<file path="src/rtl/bin_avg_pkg.sv">
// rtl/bin_avg_pkg.sv - shared types, defaults and helpers for the bin averaging sequencer
package bin_avg_pkg;

  localparam int DEF_MAX_N_AVGS = 7;
  localparam int DEF_CNT_W      = 3;
  localparam int DEF_FRM_W      = 8;

  typedef enum logic [1:0] {
    IDLE  = 2'd0,
    ARM   = 2'd1,
    ACCUM = 2'd2,
    HOLD  = 2'd3
  } state_t;

  // Limit a requested log2 average count to the largest supported value.
  function automatic int unsigned clamp_n(input int unsigned cfg, input int unsigned max_n);
    return (cfg > max_n) ? max_n : cfg;
  endfunction

endpackage

</file>
<file path="src/rtl/bin_avg_frame_cnt.sv">
// rtl/bin_avg_frame_cnt.sv - frame counter with terminal-count compare against 2^n - 1
//   clk, arest_n : clock, synchronous active-low reset
//   clr          : force the count to zero (has priority over inc)
//   inc          : advance the count by one frame
//   n            : log2 of the window length in frames
//   tc           : count equals 2^n - 1, i.e. the current frame closes the window
module bin_avg_frame_cnt
  import bin_avg_pkg::*;
#(
  parameter int MAX_N_AVGS = DEF_MAX_N_AVGS,
  parameter int CNT_W      = DEF_CNT_W
) (
  input  logic             clk,
  input  logic             arest_n,
  input  logic             clr,
  input  logic             inc,
  input  logic [CNT_W-1:0] n,
  output logic             tc
);

  localparam int CW = MAX_N_AVGS + 1;

  logic [CW-1:0] cnt;
  logic [CW-1:0] last_val;

  // n never exceeds MAX_N_AVGS, so 1 << n always fits in CW bits.
  assign last_val = (CW'(1) << n) - CW'(1);
  assign tc       = (cnt == last_val);

  always_ff @(posedge clk) begin
    if (!arest_n) begin
      cnt <= '0;
    end else if (clr) begin
      cnt <= '0;
    end else if (inc) begin
      cnt <= cnt + CW'(1);
    end
  end

endmodule

</file>
<file path="src/rtl/bin_avg_ctrl.sv">
// rtl/bin_avg_ctrl.sv - sequencer framing FFT beats into 2^n-frame averaging windows
//   Optional macro BIN_AVG_CTRL_PEAK_HOLD_EN adds the overrun_cnt status output.
//   clk, arest_n       : clock, synchronous active-low reset
//   cfg_n_avgs         : log2 frames per window, sampled on an accepted start
//   cfg_continuous     : re-arm after each readout, sampled on an accepted start
//   start, stop        : single-cycle commands (stop wins)
//   fft_valid/fft_last : FFT beat stream framing
//   avg_clear/avg_en   : accumulator clear pulse and per-beat accumulate strobe
//   avg_n_avgs         : latched, clamped average count
//   out_valid/out_ready: result-ready handshake to the readout
//   busy               : sequencer not idle
//   overrun            : one-cycle pulse per frame dropped while holding a result
//   frames_done        : completed window count (wraps)
//   overrun_cnt        : saturating overrun pulse count (optional)
module bin_avg_ctrl
  import bin_avg_pkg::*;
#(
  parameter int MAX_N_AVGS = DEF_MAX_N_AVGS,
  parameter int CNT_W      = DEF_CNT_W,
  parameter int FRM_W      = DEF_FRM_W
) (
  input  logic             clk,
  input  logic             arest_n,
  input  logic [CNT_W-1:0] cfg_n_avgs,
  input  logic             cfg_continuous,
  input  logic             start,
  input  logic             stop,
  input  logic             fft_valid,
  input  logic             fft_last,
  output logic             avg_clear,
  output logic             avg_en,
  output logic [CNT_W-1:0] avg_n_avgs,
  output logic             out_valid,
  input  logic             out_ready,
  output logic             busy,
  output logic             overrun,
  output logic [FRM_W-1:0] frames_done
`ifdef BIN_AVG_CTRL_PEAK_HOLD_EN
  ,
  output logic [15:0]      overrun_cnt
`endif
);

  state_t           state, state_nxt;
  logic [CNT_W-1:0] n_lat, n_nxt;
  logic             cont_lat, cont_nxt;
  logic             clear_nxt;
  logic             valid_nxt;
  logic             overrun_nxt;
  logic [FRM_W-1:0] done_nxt;
  logic             frame_end;
  logic             start_acc;
  logic             tc;

  assign frame_end  = fft_valid & fft_last;
  assign start_acc  = (state == IDLE) & start & ~stop;
  assign avg_en     = (state == ACCUM) & fft_valid;
  assign busy       = (state != IDLE);
  assign avg_n_avgs = n_lat;

  // The counter only runs inside a window; anywhere else it sits at zero so
  // the first frame after ARM realigns is frame 0.
  bin_avg_frame_cnt #(
    .MAX_N_AVGS (MAX_N_AVGS),
    .CNT_W      (CNT_W)
  ) u_frame_cnt (
    .clk     (clk),
    .arest_n (arest_n),
    .clr     (state != ACCUM),
    .inc     ((state == ACCUM) & frame_end & ~tc),
    .n       (n_lat),
    .tc      (tc)
  );

  always_comb begin
    state_nxt   = state;
    n_nxt       = n_lat;
    cont_nxt    = cont_lat;
    clear_nxt   = 1'b0;
    valid_nxt   = out_valid;
    overrun_nxt = 1'b0;
    done_nxt    = frames_done;

    case (state)
      IDLE: begin
        if (start_acc) begin
          n_nxt     = CNT_W'(clamp_n(32'(cfg_n_avgs), 32'(MAX_N_AVGS)));
          cont_nxt  = cfg_continuous;
          clear_nxt = 1'b1;
          state_nxt = ARM;
        end
      end
      ARM: begin
        if (frame_end) state_nxt = ACCUM;
      end
      ACCUM: begin
        if (frame_end && tc) begin
          state_nxt = HOLD;
          valid_nxt = 1'b1;
        end
      end
      HOLD: begin
        overrun_nxt = frame_end;
        if (out_valid && out_ready) begin
          done_nxt  = frames_done + FRM_W'(1);
          valid_nxt = 1'b0;
          if (cont_lat && !stop) begin
            clear_nxt = 1'b1;
            state_nxt = ARM;
          end else begin
            state_nxt = IDLE;
          end
        end
      end
      default: state_nxt = IDLE;
    endcase

    // Abort from anywhere; a handshake completing in the same cycle still counts.
    if (stop) begin
      state_nxt = IDLE;
      valid_nxt = 1'b0;
      clear_nxt = 1'b0;
    end
  end

  always_ff @(posedge clk) begin
    if (!arest_n) begin
      state       <= IDLE;
      n_lat       <= '0;
      cont_lat    <= 1'b0;
      avg_clear   <= 1'b0;
      out_valid   <= 1'b0;
      overrun     <= 1'b0;
      frames_done <= '0;
    end else begin
      state       <= state_nxt;
      n_lat       <= n_nxt;
      cont_lat    <= cont_nxt;
      avg_clear   <= clear_nxt;
      out_valid   <= valid_nxt;
      overrun     <= overrun_nxt;
      frames_done <= done_nxt;
    end
  end

`ifdef BIN_AVG_CTRL_PEAK_HOLD_EN
  always_ff @(posedge clk) begin
    if (!arest_n) begin
      overrun_cnt <= '0;
    end else if (start_acc) begin
      overrun_cnt <= '0;
    end else if (overrun && (overrun_cnt != 16'hFFFF)) begin
      overrun_cnt <= overrun_cnt + 16'd1;
    end
  end
`endif

endmodule
</file>
<file path="config.mk">
export PLATFORM = sky130hd
export DESIGN_NAME = bin_avg_ctrl
export DESIGN_NICKNAME = d
export VERILOG_FILES = /design/src/rtl/bin_avg_pkg.sv /design/src/rtl/bin_avg_frame_cnt.sv /design/src/rtl/bin_avg_ctrl.sv
export SDC_FILE = /design/constraint.sdc
export NUM_CORES = 1
export LEC_CHECK = 0
export ABC_CLOCK_PERIOD_IN_PS = 3600
export BUFFER_PORTS_ARGS = -buffer_cell sky130_fd_sc_hd__buf_2
export CELL_PAD_IN_SITES_DETAIL_PLACEMENT = 1
export CELL_PAD_IN_SITES_GLOBAL_PLACEMENT = 2
export CORE_MARGIN = 2
export CORE_UTILIZATION = 35
export DETAILED_ROUTE_END_ITERATION = 10
export PLACE_DENSITY = 0.83
export SYNTH_ARGS = -nofsm -noshare
export SYNTH_HDL_FRONTEND = slang
export SYNTH_SLANG_ARGS = --single-unit
export TNS_END_PERCENT = 30
</file>
<file path="constraint.sdc">
create_clock -name clk -period 3.6 [get_ports clk]
set_input_delay 0.9 -clock clk [delete_from_list [all_inputs] [get_ports clk]]
set_output_delay 0.9 -clock clk [all_outputs]
set_load 0.005 [all_outputs]
</file>
# == Word-level counts from Yosys, hierarchy flattened ==
# Index checks and enable logic that the tools add are counted.
# op_classes
addsub,3
multipliers,0
n_div,0
magnitude_cmp,0
eq_ne,9
n_shift,1
mux,13
bitwise,9
n_reduce_logical,14
# ops
operator,n
adder 8 x 1 -> 8 bit (second input constant),2
== test 8 bit,1
two-way mux 2 bit,4
inequality test 2 bit (second input constant),4
case mux 2 bit (4 select lines),1
left shift 1 x 3 -> 8 bit (first input constant),1
subtractor 8 x 2 -> 8 bit (second input constant),1
bitwise AND 1 bit,6
two-way mux 1 bit,6
AND reduction 2 bit,3
== test 2 bit (second input constant),2
case mux 1 bit (2 select lines),2
AND reduction 4 bit,1
nonzero test 2 bit,2
OR reduction 2 bit,2
logical AND 1 bit,3
NOT 1 bit,3
AND reduction 3 bit,1
== test 2 x 1 -> 1 bit (second input constant),1
zero test 2 bit,1
inequality test 2 x 1 -> 1 bit (second input constant),1
zero test 1 bit,1
# totals
regBits,25
latch_bits,0
ram_bits,0
romBits,0
inputBits,11
wordCells,57
n_memories,0

# == Depth between registers and ports, before layout ==
# logic_depth
ltp_word,6
mapped_depth,9

# == By module ==
# From an unflattened synthesis, not the netlist that was laid out.
# unflattened
cells_unflattened,154
area_unflattened_um2,1350.0
# modules_own_cells
mod,n_inst,cells_each,area_per_inst_um2
bin_avg_ctrl,1,91,842.1
bin_avg_frame_cnt,1,63,508.0

# == Worst setup path after synthesis ==
# No wires, ideal clock.
# synth_path
kind,input-to-reg
start,input port stop
end,register state[0]
arrival_time_ps,2052
setup_slack_ps,1461
path_stages,7
path_buffers,1
path_cell_list,nand2b_1 or2_1 clkbuf_1 a21boi_0 a2111oi_0 o21ai_0 o31ai_1
# synth_between
elab_chain_len,5
elab_cells_between_ends,10
# synth_rtl
item,line_no,rtl
from (decl),bin_avg_ctrl.sv:27,"input logic stop,"
zero test 1 bit,bin_avg_ctrl.sv:107,if (cont_lat && !stop) begin
logical AND 1 bit,bin_avg_ctrl.sv:107,
two-way mux 1 bit,bin_avg_ctrl.sv:107,
two-way mux 2 bit,bin_avg_ctrl.sv:104,if (out_valid && out_ready) begin
case mux 2 bit (4 select lines),bin_avg_ctrl.sv:84,case (state)
to (signal assigned),bin_avg_ctrl.sv:136,state <= state_nxt;
to (decl),bin_avg_ctrl.sv:44,"state_t state, state_nxt;"
# Parallel ways exist; a longest one is shown, timed or not. The select of a mux whose other input is x is not followed.
# A chain may end at the register's enable or synchronous reset.

# == Final worst setup path ==
# layout_path
start,register state[0]
end,output port avg_en
# layout_between
elab_chain_len,2
# layout_rtl
item,line_no,rtl
== test 2 bit,bin_avg_ctrl.sv:57,assign avg_en = (state == ACCUM) & fft_valid;
bitwise AND 1 bit,bin_avg_ctrl.sv:57,
to (decl),bin_avg_ctrl.sv:31,"output logic avg_en,"
# Every way passes these cells.

==> reports/results.tsv <==
metric	value	unit
avgSynthCellArea	8.97	um^2
clk_pin_slew	0.09	ns
io_pins	27	
status	complete, no violations	
r2r_cells	6	
initial_utilization	36.1	%
cp.required	2.70	ns
clock_skew	0.00134	ns
drive_above_1_share	21.2	%
utilization	41.1	%
syn2layout_area_growth	13.8	%
syn_inst	160	
cts_tree	yes	
clock.fmax	428	MHz
viasPerCell	5.29	
coreArea	0.00397	mm^2
cp-start-kind	flop	
p_leak	0.674	nW
place_hpwl	2770	um
period_share	64.8	%
grt_pass1_wl	5980	um
hold_path_depth	2	
path_max_fanout	6	
synth_nets	177	
fp-row-count	23	
vias	1238	
grt_overflow	0	
root_buffer	clkbuf_8	
grt_max_degree	18	
nNetsFinal	202	
synth-seq-cells	25	
fin_cells	234	
ys_types	42	
antenna_found_initial	0	
cap_violations	0	
yosys_most_used_dff	dfxtp_1	
ant_nets	0	
first_global_vias	1309	
fp.dieW	68.0	um
drv_slew	0	
postCtsSetupBuffers	0	
cts_inserted_buffers	3	
wl_per_cell	15.2	um
synth-edff-count	0	
drt-total-wl	3550	um
gp_congestion	0.854	
endpoint_kind	output pin	
holdBufCountCts	0	
ir_drop	99.0	uV
die_y	68.0	um
htree_levels	1	
slew_headroom	60.9	%
port_buffers	26	
setup_viol	0	
dp_cells	230	
clockBufferDepth	2	
cts-resized-gates	0	
hold_violations	0	
drt_first_pass_iters	4	
p_per_area	308	mW/mm^2
period_minus_slack	2.33	ns
ys_seq_area_share	34.9	%
async_flop_share	0	%
critPathKind	reg -> out	
worst_skew_pair.late_latency	0.27	ns
rsz0062_at_grt	no	
die_area	0.00463	mm^2
diodes	0	
hold_path_class	reg -> reg	
worst_slew_pin_slew	0.586	ns
drtIter0Drc	60	
synth_area	0.00144	mm^2
drc	0	
finalSetupTns	0	ns
yosysWarnings	0	
track_usage	17.0	%
clock-sinks	25	
worstPathArrival	1.43	ns
sequential cells by signal (all words and copies together) (netlist names):
signal           count
state                2
avg_clear            1
u_frame_cnt.cnt      8
cont_lat             1
avg_n_avgs           3
out_valid            1
frames_done          8
overrun              1
cell families (layout without fill, tap and decap cells):
kind of cell	count (synthesis)	after routing	synth area share, %
buffers and inverters	13	37	4.71
adders and majority gates	6	6	5.23
xor gates and xnor gates	10	10	6.10
and+or+nand+nor	64	64	26.9
DFF	25	25	34.9
muxes	7	7	4.88
AOI/OAI and AO/OA	35	35	17.3
path summary, 6_finish.rpt:
kind | from | endpoint | slack [ns]
setup / recovery | state[0] | avg_en | 1.27
hold / removal | u_frame_cnt.cnt[7] | u_frame_cnt.cnt[7] | 0.52
setup reg to reg | avg_n_avgs[2] | u_frame_cnt.cnt[1] | 1.33
hold reg to reg | u_frame_cnt.cnt[7] | u_frame_cnt.cnt[7] | 0.52
metrics by stage:
| stage | area, um^2 | power (mW) | hold WS, ns | setup WS (ns) |
|---|---|---|---|---|
| after detailed placement | 1590 | 0.339 | 0.505 | 1.16 |
| after global placement | 1590 | 0.336 | 0.486 | 1.33 |
| after CTS | 1630 | 0.508 | 0.518 | 1.26 |
| final | 1630 | 0.503 | 0.519 | 1.27 |
| after floorplan | 1440 | 0.322 | 0.451 | 1.46 |
| after global routing | 1630 | 0.529 | 0.578 | 1.11 |
power by group:
| part | switching [mW] | internal [mW] |
|---|---|---|
| combinational | 0.0264 | 0.0209 |
| sequential | 0.00525 | 0.279 |
| clock | 0.0939 | 0.0775 |
| total | 0.126 | 0.378 |
layout make-up:
class | count | area [um^2]
tap | 50 | 62.6
clock buffer | 3 | 41.3
multi-input combinational | 122 | 867
inverter | 7 | 26.3
timing repair buffer | 26 | 130
fill | 499 | 2340
sequential | 25 | 500
clock inverter | 1 | 5.00
cell usage after synthesis, drive strengths merged, types with 3 or more instances:
library cell,number,area [um^2]
dfxtp,25,500
a21oi,12,63.8
and2,11,71.3
nand2,10,37.5
xnor2,8,70.1
inv,7,26.3
mux2i,7,70.1
nand3,7,35.0
nor2b,7,43.8
ha,6,75.1
o21ai,6,30.0
nor2,5,18.8
nand2b,4,25.0
o31ai,4,30.0
or3,4,25.0
and3,3,18.8
buf,3,30.0
clkbuf,3,11.3
nor3,3,25.0
o21a,3,23.8
routing by layer:
metal | wire, um | up-vias | track usage, %
li1 | - | 617 | -
met1 | 1710 | 593 | 21.3
met2 | 1640 | 24 | 29.1
met3 | 158 | 4 | 4.11
met4 | 31 | 0 | 4.50
met5 | 0 | - | 0
layout by cell type (no fill, tap or decap), types with 6 or more instances in the layout:
cell type	instances
a21oi_1	11
and2_1	9
ha_1	6
nand2_1	10
nand3_1	7
buf_2	26
xnor2_1	8
nor2b_1	7
inv_1	7
mux2i_1	7
dfxtp_1	25
worst max-delay path, stage by stage, from the launching register on:
cell and delay, ns:
dfxtp_1 0.40, inv_1 0.10, ha_1 0.30, and2_2 0.23
buf_2 0.13
(Power assumes the default switching activity.)
